<file path="config.mk">
export PLATFORM = sky130hd
export DESIGN_NAME = game_scoreboard
export DESIGN_NICKNAME = d
export VERILOG_FILES = /design/src/rtl/game_scoreboard_pkg.sv /design/src/rtl/game_scoreboard_bcd.sv /design/src/rtl/game_scoreboard.sv
export SDC_FILE = /design/constraint.sdc
export NUM_CORES = 1
export LEC_CHECK = 0
export ABC_AREA = 0
export CORE_ASPECT_RATIO = 1.2
export CORE_MARGIN = 1.5
export CORE_UTILIZATION = 45
export CTS_BUF_LIST = sky130_fd_sc_hd__clkbuf_4 sky130_fd_sc_hd__clkbuf_8
export DETAILED_ROUTE_END_ITERATION = 7
export GPL_TIMING_DRIVEN = 0
export MAX_ROUTING_LAYER = met4
export PLACE_DENSITY = 0.67
export SLEW_MARGIN = 10
export SYNTH_ARGS = -nofsm -noshare
export SYNTH_HDL_FRONTEND = slang
export SYNTH_SLANG_ARGS = --single-unit
</file>
<file path="constraint.sdc">
create_clock -name Clk -period 5.76 [get_ports Clk]
set_input_delay 1.152 -clock Clk [delete_from_list [all_inputs] [get_ports Clk]]
set_output_delay 1.152 -clock Clk [all_outputs]
set_load 0.02 [all_outputs]
</file>
<file path="src/rtl/game_scoreboard_pkg.sv">
// Shared constants for the game scoreboard: segment patterns, display modes
// and the double-dabble converter state encoding.
package game_scoreboard_pkg;

    // Segments are active low, bit 6 = a ... bit 0 = g.
    localparam logic [6:0] SEG_BLANK = 7'b1111111;
    localparam logic [6:0] SEG_H     = 7'b1001000;
    localparam logic [6:0] SEG_S     = 7'b0100100;

    typedef enum logic [1:0] {
        MODE_BLANK = 2'd0,
        MODE_SCORE = 2'd1,
        MODE_HIGH  = 2'd2
    } disp_mode_e;

    typedef enum logic [1:0] {
        CONV_IDLE  = 2'd0,
        CONV_SHIFT = 2'd1,
        CONV_DONE  = 2'd2
    } conv_state_e;

    function automatic logic [6:0] seg_digit(input logic [3:0] d);
        case (d)
            4'd0:    seg_digit = 7'b0000001;
            4'd1:    seg_digit = 7'b1001111;
            4'd2:    seg_digit = 7'b0010010;
            4'd3:    seg_digit = 7'b0000110;
            4'd4:    seg_digit = 7'b1001100;
            4'd5:    seg_digit = 7'b0100100;
            4'd6:    seg_digit = 7'b0100000;
            4'd7:    seg_digit = 7'b0001111;
            4'd8:    seg_digit = 7'b0000000;
            4'd9:    seg_digit = 7'b0000100;
            default: seg_digit = SEG_BLANK;
        endcase
    endfunction

    function automatic logic [6:0] mode_glyph(input disp_mode_e m);
        case (m)
            MODE_HIGH:  mode_glyph = SEG_H;
            MODE_SCORE: mode_glyph = SEG_S;
            default:    mode_glyph = SEG_BLANK;
        endcase
    endfunction

    // Double-dabble correction: add 3 to every BCD nibble that is 5 or more.
    function automatic logic [11:0] dd_adjust(input logic [11:0] bcd);
        logic [11:0] r;
        r = bcd;
        for (int i = 0; i < 3; i++) begin
            if (r[i*4 +: 4] >= 4'd5)
                r[i*4 +: 4] = r[i*4 +: 4] + 4'd3;
        end
        return r;
    endfunction

endpackage

</file>
<file path="src/rtl/game_scoreboard_bcd.sv">
// Free-running sequential binary-to-BCD converter (double dabble), one result
// every 10 cycles: latch, 8 shift steps, publish.
module bin2bcd_seq
    import game_scoreboard_pkg::*;
(
    input  logic       Clk,
    input  logic       Reset,
    input  logic [7:0] bin,
    output logic [3:0] hundreds,
    output logic [3:0] tens,
    output logic [3:0] ones,
    output logic       valid
);

    conv_state_e state, state_nxt;
    logic [7:0]  bin_sr;
    logic [11:0] bcd;
    logic [2:0]  bit_cnt;

    always_ff @(posedge Clk or posedge Reset) begin
        if (Reset) state <= CONV_IDLE;
        else       state <= state_nxt;
    end

    always_comb begin
        state_nxt = state;
        case (state)
            CONV_IDLE:  state_nxt = CONV_SHIFT;
            CONV_SHIFT: if (bit_cnt == 3'd7) state_nxt = CONV_DONE;
            CONV_DONE:  state_nxt = CONV_IDLE;
            default:    state_nxt = CONV_IDLE;
        endcase
    end

    always_ff @(posedge Clk or posedge Reset) begin
        if (Reset) begin
            bin_sr   <= '0;
            bcd      <= '0;
            bit_cnt  <= '0;
            hundreds <= '0;
            tens     <= '0;
            ones     <= '0;
        end else begin
            case (state)
                CONV_IDLE: begin
                    bin_sr  <= bin;
                    bcd     <= '0;
                    bit_cnt <= '0;
                end
                CONV_SHIFT: begin
                    {bcd, bin_sr} <= {dd_adjust(bcd), bin_sr} << 1;
                    bit_cnt       <= bit_cnt + 3'd1;
                end
                CONV_DONE: begin
                    hundreds <= bcd[11:8];
                    tens     <= bcd[7:4];
                    ones     <= bcd[3:0];
                end
                default: ;
            endcase
        end
    end

    assign valid = (state == CONV_DONE);

endmodule

</file>
<file path="src/rtl/game_scoreboard.sv">
// Score tracking from the game FSM's one-hot state, value selection and
// 4-digit multiplexed seven-segment drive.
module game_scoreboard
    import game_scoreboard_pkg::*;
#(
    parameter int REFRESH_BITS = 18
) (
    input  logic       Clk,
    input  logic       Reset,
    input  logic       q_Initial,
    input  logic       q_PlayInitial,
    input  logic       q_Play,
    input  logic       q_PlayDone,
    input  logic       q_Scores,
    input  logic [7:0] outputNumber,
    output logic [7:0] currentScore,
    output logic [7:0] highScore,
    output logic       newHigh,
    output logic [3:0] an,
    output logic [6:0] ssd
);

    logic prevPlay, prevPlayInit;
    logic start_ev, correct_ev, end_ev;

    always_ff @(posedge Clk or posedge Reset) begin
        if (Reset) begin
            prevPlay     <= 1'b0;
            prevPlayInit <= 1'b0;
        end else begin
            prevPlay     <= q_Play;
            prevPlayInit <= q_PlayInitial;
        end
    end

    assign start_ev   = q_PlayInitial && !prevPlay && !prevPlayInit;
    assign correct_ev = prevPlay && q_PlayInitial;
    assign end_ev     = prevPlay && q_PlayDone;

    always_ff @(posedge Clk or posedge Reset) begin
        if (Reset) begin
            currentScore <= '0;
            highScore    <= '0;
            newHigh      <= 1'b0;
        end else begin
            if (q_Initial || start_ev)
                currentScore <= '0;
            else if (correct_ev && currentScore != 8'hFF)
                currentScore <= currentScore + 8'd1;

            if (start_ev)
                newHigh <= 1'b0;

            // A tie clears the flag but keeps the stored high score.
            if (end_ev) begin
                if (currentScore > highScore) begin
                    highScore <= currentScore;
                    newHigh   <= 1'b1;
                end else if (currentScore == highScore) begin
                    newHigh   <= 1'b0;
                end
            end
        end
    end

    logic [7:0] disp_val;
    disp_mode_e disp_mode;

    always_comb begin
        disp_val  = outputNumber;
        disp_mode = MODE_BLANK;
        if (q_Scores) begin
            disp_val  = highScore;
            disp_mode = MODE_HIGH;
        end else if (q_PlayDone) begin
            disp_val  = currentScore;
            disp_mode = MODE_SCORE;
        end
    end

    logic [3:0] hundreds, tens, ones;
    logic       conv_valid;
    logic       conv_ready;

    bin2bcd_seq u_bcd (
        .Clk      (Clk),
        .Reset    (Reset),
        .bin      (disp_val),
        .hundreds (hundreds),
        .tens     (tens),
        .ones     (ones),
        .valid    (conv_valid)
    );

    // Number digits stay dark until the first conversion after reset lands.
    always_ff @(posedge Clk or posedge Reset) begin
        if (Reset)           conv_ready <= 1'b0;
        else if (conv_valid) conv_ready <= 1'b1;
    end

    logic [3:0][6:0] seg_d;

    always_comb begin
        seg_d[3] = mode_glyph(disp_mode);
        seg_d[2] = SEG_BLANK;
        seg_d[1] = SEG_BLANK;
        seg_d[0] = SEG_BLANK;
        if (conv_ready) begin
            if (hundreds != 4'd0)
                seg_d[2] = seg_digit(hundreds);
            if (hundreds != 4'd0 || tens != 4'd0)
                seg_d[1] = seg_digit(tens);
            seg_d[0] = seg_digit(ones);
        end
    end

    logic [REFRESH_BITS-1:0] refreshCnt;
    logic [1:0]              sel;

    assign sel = refreshCnt[REFRESH_BITS-1 -: 2];

    always_ff @(posedge Clk or posedge Reset) begin
        if (Reset) begin
            refreshCnt <= '0;
            an         <= 4'b1111;
            ssd        <= SEG_BLANK;
        end else begin
            refreshCnt <= refreshCnt + 1'b1;
            an         <= ~(4'b0001 << sel);
            ssd        <= seg_d[sel];
        end
    end

endmodule
</file>
# ---- Word level (Yosys, flattened, before mapping)
# Memories as Yosys holds them, arrays and structs flattened.
# Index checks and enable logic that the tools add are counted.
dict set report word_totals {
  out_inout_bits 28
  rom_bits 336
  word_cells 79
  input_bits 15
  mem_count 3
  reg_bits 86
}
# memory depth word_bits read_ports rd_clocked_by_memory_dff write_ports line_no
set mem_list {}
lappend mem_list {{(no name shown)} 16 7 1 0 0 game_scoreboard_pkg.sv:23} ;# case (d)
lappend mem_list {{(no name shown)} 16 7 1 0 0 game_scoreboard_pkg.sv:23}
lappend mem_list {{(no name shown)} 16 7 1 0 0 game_scoreboard_pkg.sv:23}
dict set report op_classes {
  n_mux 24
  eq_ne 8
  n_lt_le_gt_ge 5
  shifts 1
  bitwise 1
  n_addsub 6
  reduce_logical 15
}
# cell n
set ops {}
lappend ops {{$mux W8} 4}
lappend ops {{$pmux W12 S2} 1}
lappend ops {{$mux W21} 1}
lappend ops {{$mux W7} 3}
lappend ops {{$add A18 B1 Y18 const B} 1}
lappend ops {{$pmux W8 S2} 1}
lappend ops {{$bmux W7 S2} 1}
lappend ops {{$pmux W7 S2} 1}
lappend ops {{$ge A4 B3 Y1 const B} 3}
lappend ops {{$add A4 B2 Y4 const B} 2}
lappend ops {{$add A8 B1 Y8 const B} 1}
lappend ops {{$eq A8 B8 Y1} 1}
lappend ops {{$gt A8 B8 Y1} 1}
lappend ops {{$mux W4} 2}
lappend ops {{$ne A8 B8 Y1 const B} 1}
lappend ops {{$reduce_bool A4 Y1} 2}
lappend ops {{$pmux W3 S2} 1}
lappend ops {{$logic_and A1 B1 Y1} 5}
lappend ops {{$mux W1} 5}
lappend ops {{$eq A2 B1 Y1 const B} 2}
lappend ops {{$eq A2 B2 Y1 const B} 2}
lappend ops {{$mux W2} 2}
lappend ops {{$not A4 Y4} 1}
lappend ops {{$pmux W2 S2} 1}
lappend ops {{other kinds (12)} 15}

# ---- Logic depth before layout (Yosys ltp)
# Gate-level depths: netlist of the first run.
dict set report logic_depth {
  ltp_word 7
  mapped_depth 8
  ltp_nobuf 7
}

# ---- Modules after synthesis
# Synthesis of the first run repeated with hierarchy kept, for this count alone.
dict set report unflattened {
  hier_cells 488
  area_unflattened_um2 4895.9
}
# module cells_each instances area_per_inst_um2 seq_area_each_um2
set by_module_without_submodules {}
lappend by_module_without_submodules {game_scoreboard 324 1 3015.4 1239.9}
lappend by_module_without_submodules {bin2bcd_seq 164 1 1880.6 925.9}

# ---- Worst setup path before layout of the first run
# OpenSTA, ideal clock, no wires.
dict set report synth_timing {
  path_type {input-to-reg}
  from {input port q_Scores}
  to {register ssd[3]}
  setup_time_ps 88
  setup_slack_ps 3645
  n_path_buf 1
  arrival_ps 2027
  stages 5
  required_ps 5672
  cell_sequence {clkbuf_1 > nand3b_1 > nand3b_1 > o22ai_1 > or3b_1}
}
dict set report synth_via {
  elab_chain_cells 5
  elab_cells_between_ends 6
  cone_classes {eq/ne (2); mux (4)}
}
# element line_no
set synth_lines {}
lappend synth_lines {{start: declaration} game_scoreboard.sv:14} ;# input logic q_Scores,
lappend synth_lines {{$mux W2 *} game_scoreboard.sv:72} ;# if (q_Scores) begin
lappend synth_lines {{$eq A2 B1 Y1 / $eq A2 B2 Y1 (equally long branches)} game_scoreboard_pkg.sv:39} ;# case (m)
lappend synth_lines {{$pmux W7 S2 *} game_scoreboard_pkg.sv:39}
lappend synth_lines {{$bmux W7 S2 *} game_scoreboard.sv:130} ;# ssd <= seg_d[sel];
lappend synth_lines {{$mux W7 (not written as such) *} game_scoreboard.sv:130}
lappend synth_lines {{end signal: assignment} game_scoreboard.sv:130}
lappend synth_lines {{end: declaration} game_scoreboard.sv:20} ;# output logic [6:0] ssd
# Mark *: on every way between the ends. The rest lies on a longest branch, timed or not. The select of a mux whose other input is x is not followed.
# A chain may end at the register's enable or synchronous reset.

# ---- Worst setup path after layout of the first run
dict set report layout_timing {
  from {register currentScore[2]}
  to {output port currentScore[2]}
}
# element line_no
set layout_lines {}
lappend layout_lines {{start: declaration} game_scoreboard.sv:16} ;# output logic [7:0] currentScore,
lappend layout_lines {{start signal: assignment} game_scoreboard.sv:49} ;# currentScore <= currentScore + 8'd1;
# No word-level cell between the ends.

==> qor.yml, run 1 <==
critical_path:
  worstPathArrival_ps: 1540
  cp_max_fo: 8
  crit-reg2reg-launch: "currentScore[5]$_DFFE_PP0P_"
  cpLargestDelayFamily: "buffers and inverters"
  criticalPathCategory: "reg -> out"
  crit_path_start_kind: "register"
  cp-startpoint: "currentScore[2]$_DFFE_PP0P_"
  worstSetupEndpointType: "output pin"
  r2r-end: "highScore[6]$_DFFE_PP0P_"
  rr_worst_depth: 7
  r2r_slack_ps: 3650
  crit_required_ps: 4610
  cpMaxStageDelayCell: "clkdlybuf4s50_1"
  cp_num_buf_inv: 1
  crit_chain: "clkdlybuf4s50_1"
  worst-path-stages: 1
  critPathMaxStageDelay_ps: 660
hold_path:
  hp-class: "reg -> reg"
  holdPathEnd: "refreshCnt[15]$_DFF_PP0_"
  whs_path_depth: 1
  hp-start: "refreshCnt[15]$_DFF_PP0_"
synth:
  synthArstFlopShare: 1.00
  synth_cell_types: 54
  netlist_area_um2: 4810
  yosysSeqAreaShare: 0.450
  syn-instance-count: 492
  syn_nets: 540
  synth_area_leaders: "dfrtp_1 39%, ha_1 8.6%, dfstp_2 6.0%"
  synth_top_area_share: 0.390
  ys_seq_elements: 86
  synth_largest_area_cell: "dfrtp_1"
  synth_warnings: 0
  synth_flop_cell: "dfrtp_1"
  syn_area_per_cell_um2: 9.78
  synth_edf_count: 0
sta:
  setup_ws_ps: 3060
  min_period_ps: 2700
  fmaxAchievable_mhz: 371
  relSlewSlack: 0.537
  setup_viol: 0
  rsz0062_at_grt: "false"
  drv_slew: 0
  hold_viol: 0
  finalCritPeriodShare: 0.468
  skew_ps: 11.6
  fin_tns_setup_ps: 0
  tightest_slew_ps: 695
drt:
  routed_wl_um: 10000
  drt_iter0_drc: 125
  vias: 3660
  drc_errors: 0
  firstDrtPassIters: 4
  ant_nets: 0
  via_per_inst: 5.38
  wl_per_cell_um: 14.8
power_and_ir_drop:
  peakVddDrop_mv: 0.143
  seq_power_share: 0.459
  p_sw_frac: 0.317
  power_density_nw_per_um2: 279
  cellLeakagePower_nw: 2.46
  intPower_mw: 1.07
  pwr-share-clk: 0.274
  p_comb_frac: 0.268
  p_sw_uw: 497
cts:
  clock_sinks: 86
  cts-resized-gates: 0
  cts_setup_buffers: 0
  ctsHtreeMaxLevel: 3
  holdBufCountCts: 0
  path_clk_slew_ps: 90
  cts_tree: "yes"
  cts_root_buffer: "clkbuf_8"
  clock_latency_ps: 370
  clockBufferDepth: 2
  cts_buffers: 9
global_route:
  grt_pass1_wl_um: 17400
  grt_max_degree: 51
  antenna_found_initial: 0
  grt.total_usage: 0.197
  grt_pass1_vias: 3677
  grt_overflow: 0
final_layout:
  antennaDiodeCount: 0
  fillers: 983
  final_common_cell: "dfrtp_1"
  final_cell_mix: "75 x dfrtp_1, 49 x nand2_1, 47 x o21ai_0, 42 x clkdlybuf4s50_1"
  syn2layout_area_growth_pct: 16.8
  multi_input_area_um2: 2420
  final_util: 0.537
  layout-drive-gt1-share: 0.0944
  regArea_um2: 2170
  layout.nets: 594
floorplan:
  start_util: 0.460
  io_pins: 43
  die_w_um: 97.4
  core_um2: 10500
  die_area_um2: 11300
  rows: 41
  chipHeight_um: 116
run_status:
  status: "finished, final reports clean"
run:
  drv_cap: 0
placement:
  portBuffers: 42
  pre_cts_slack_ps: 2670
  place_congestion: 0.863
  dpl.hpwl_um: 7460
[power by group through the flow]
stage	combinational, mW	clock [mW]	sequential (mW)
after floorplan	0.252	0	0.756
after global placement	0.405	0	0.727
after detailed placement	0.420	0	0.731
after CTS	0.422	0.437	0.719
after global routing	0.465	0.464	0.726
final	0.420	0.429	0.719
[registers in the layout, indices dropped and copies added, names as in the netlist, 4 cells and up]
name and cells:
an 4, currentScore 8, highScore 8, refreshCnt 18, ssd 7, u_bcd.bcd 12, u_bcd.bin_sr 8, u_bcd.hundreds 4
u_bcd.ones 4, u_bcd.tens 4
[cell usage after synthesis (all sizes together) (2+ instances only)]
cell type and count:
o211ai 4, a21o 3, a211o 2, mux2 13
a21oi 22, nand4 5, a22o 3, o221ai 2
xnor2 21, a2bb2oi 2, nand2b 14, nor3 6
dfrtp 75, ha 33, nand2 49, clkbuf 15
mux2i 21, dfstp 11, nand3b 4, xor2 8
nor2 33, nor3b 3, o21ai 48, buf 7
nor2b 5, nand3 17, inv 34, a211oi 7
and3 4, o31ai 5, and2 2
[cells by family after synthesis]
kind of cell    synth area share
fa+ha+maj                 0.0858
buf+inv                   0.0468
xor+xnor                  0.0528
flops                      0.450
compound gates             0.133
mux                       0.0796
simple gates               0.151
[routing by layer]
layer | up-vias | routed length, um | global-route usage
li1 | 1807 | - | -
met1 | 1782 | 4570 | 0.236
met2 | 55 | 4970 | 0.334
met3 | 16 | 267 | 0.0341
met4 | 0 | 229 | 0.0810
met5 | - | 0 | -
[metrics by stage]
step                area, um2  instances  hold slack, ps  total power, mW
global route             5620        680             501             1.66
finish                   5620        680             475             1.57
detailed placement       5420        664             468             1.15
floorplan                4810        492             438             1.01
CTS                      5620        680             480             1.58
global placement         5390        663             453             1.13
[how the worst max path moves through the flow]
stage | end | slack (ps)
after floorplan | conv_ready$_DFFE_PP0N_ | 2400
after global placement | u_bcd.bit_cnt[1]$_DFFE_PP0P_ | 1110
after detailed placement | u_bcd.bin_sr[4]$_DFFE_PP0P_ | 2670
after CTS | currentScore[2] | 3040
after global routing | u_bcd.bin_sr[4]$_DFFE_PP0P_ | 2810
final | currentScore[2] | 3060
[cell type report]
class                   instances  area share
multi-input cells             350       0.431
well taps                     129      0.0287
clock buffers                  10      0.0234
flip-flops and latches         86       0.386
clock inverters                 6      0.0111
repair buffers                 43      0.0798
inverters                      34      0.0232
plain buffers                  22      0.0174
Power figures use the tool's default switching activity.
==> run 2, diff against run 1 <==
Clock period 5.76 ns to 2.7 ns, I/O delays scaled along.
==> qor.yml, run 2 (synthesized netlist as in run 1, its figures left out) <==
final_layout:
  top_register: "refreshCnt"
  layout.nets: 595  # +0.17%
  final_cell_mix: "75 x dfrtp_1, 49 x nand2_1, 47 x o21ai_0, 42 x clkdlybuf4s50_1"
  instances_no_fill: 681  # +0.15%
  finalInstanceArea_um2: 5670  # +0.94%
  final_common_cell: "dfrtp_1"
  layout-drive-gt1-share: 0.0960  # +0.00164
  syn2layout_area_growth_pct: 17.8
  antennaDiodeCount: 0  # unchanged
  final_util: 0.542  # +0.00502
  largest_reg_flops: 18  # unchanged
  reg_top3: "refreshCnt (18), u_bcd.bcd (12)"
drt:
  vias: 3671  # +0.30%
  via_per_inst: 5.39  # +0.15%
  routed_wl_um: 10400  # +3.4%
  drc_errors: 0  # unchanged
  firstDrtPassIters: 4  # unchanged
  drt_iter0_drc: 137  # +9.6%
  ant_nets: 0  # unchanged
  wl_per_cell_um: 15.2  # +3.2%
floorplan:
  die_w_um: 97.4  # unchanged
  io_pins: 43  # unchanged
  chipHeight_um: 116  # unchanged
  start_util: 0.460  # unchanged
  die_area_um2: 11300  # unchanged
  core_um2: 10500  # unchanged
  rows: 41  # unchanged
hold_path:
  holdPathEnd: "refreshCnt[15]$_DFF_PP0_"
  hp-class: "reg -> reg"
  hp-start: "refreshCnt[15]$_DFF_PP0_"
  whs_path_depth: 1  # unchanged
cts:
  clock_latency_ps: 370  # about the same
  ctsHtreeMaxLevel: 3  # unchanged
  cts-resized-gates: 0  # unchanged
  cts_buffers: 9  # unchanged
  path_clk_slew_ps: 80  # about the same
  clock_sinks: 86  # unchanged
  cts_root_buffer: "clkbuf_8"
  cts_tree: "yes"
  cts_setup_buffers: 0  # unchanged
  holdBufCountCts: 0  # unchanged
  clockBufferDepth: 2  # unchanged
run_status:
  status: "finished, final reports clean"
critical_path:
  cpMaxStageDelayCell: "dfrtp_1"
  critPathMaxStageDelay_ps: 490  # -170 ps
  criticalPathCategory: "reg -> reg"
  cpLargestDelayFamily: "flip-flops"
  r2r-end: "highScore[0]$_DFFE_PP0P_"
  crit_chain: "ha_1 > a211oi_1 > nor2_1 > nor2_1 > a211o_1 > buf_6 > mux2_4"
  crit-reg2reg-launch: "currentScore[5]$_DFFE_PP0P_"
  worst-path-stages: 7  # +6
  worstPathArrival_ps: 2350  # +810 ps
  crit_top_cell: "nor2_1"
  crit_required_ps: 2950  # -1660 ps
  worstSetupEndpointType: "register"
  cp_num_buf_inv: 1  # unchanged
  r2r_slack_ps: 600  # -3050 ps
  cp_max_fo: 8  # unchanged
  crit_path_start_kind: "register"
  rr_worst_depth: 7  # unchanged
sta:
  min_period_ps: 2100
  fin_tns_setup_ps: 0  # unchanged
  fmaxAchievable_mhz: 476
  drv_slew: 0  # unchanged
  relSlewSlack: 0.526  # -0.0108
  hold_viol: 0  # unchanged
  finalCritPeriodShare: 0.779
  setup_ws_ps: 597  # -2470 ps
  tightest_slew_ps: 710  # +14.7 ps
  setup_viol: 0  # unchanged
  rsz0062_at_grt: "false"
  skew_ps: 12.5  # +0.928 ps
placement:
  dpl.hpwl_um: 7810  # +4.7%
  pre_cts_slack_ps: 306  # -2370 ps
  dpl_cell_area_um2: 5440  # +0.25%
  dp_cells: 665  # +0.15%
  portBuffers: 42  # unchanged
  place_congestion: 0.903  # +4.6%
power_and_ir_drop:
  peakVddDrop_mv: 0.237  # +66%
  cellLeakagePower_nw: 2.47  # +0.57%
  power_density_nw_per_um2: 609  # +120%
global_route:
  grt.total_usage: 0.203  # +0.00570
  grt_pass1_vias: 3805  # +3.5%
  grt_max_degree: 33  # -35%
  grt_overflow: 0  # unchanged
  antenna_found_initial: 0  # unchanged
  grt_pass1_wl_um: 17700  # +1.5%
run:
  drv_cap: 0  # unchanged
[run 2: cell type report]
cell class	count	area, um2
multi-input cells	350	2420
fillers	952	4800
well taps	129	161
clock buffers	11	151
flip-flops and latches	86	2170
plain buffers	22	97.6
clock inverters	5	81.3
repair buffers	44	460
inverters	34	131
[run 2: where the power goes]
| group | internal (mW) | total [mW] | leakage, nW | switching (mW) |
|---|---|---|---|---|
| Clock | 0.572 | 1.04 | 0.116 | 0.471 |
| Sequential | 1.44 | 1.53 | 1.12 | 0.0884 |
| Combinational | 0.409 | 0.879 | 1.24 | 0.470 |
[run 2: worst max path at each step]
stage	from	to	slack (ps)
3_5_place_dp	q_Scores	u_bcd.bin_sr[6]$_DFFE_PP0P_	310
4_1_cts	currentScore[5]$_DFFE_PP0P_	currentScore[5]	590
2_1_floorplan	currentScore[1]$_DFFE_PP0P_	highScore[0]$_DFFE_PP0P_	680
6_report	currentScore[5]$_DFFE_PP0P_	highScore[0]$_DFFE_PP0P_	600
3_3_place_gp	Reset	refreshCnt[6]$_DFF_PP0_	230
5_1_grt	q_Scores	u_bcd.bin_sr[6]$_DFFE_PP0P_	460
[run 2: stage by stage]
stage | hold slack, ps | total power [mW]
2_1_floorplan | 438 | 2.15
3_3_place_gp | 459 | 2.41
3_5_place_dp | 468 | 2.44
4_1_cts | 480 | 3.48
5_1_grt | 498 | 3.65
6_report | 473 | 3.45
[run 2: layer usage]
metal,GRT usage,vias up,part of all wire
met5,-,-,0
met4,0.127,0,0.045
met3,0.0323,30,0.026
met2,0.347,79,0.50
met1,0.224,1765,0.43
li1,-,1797,-
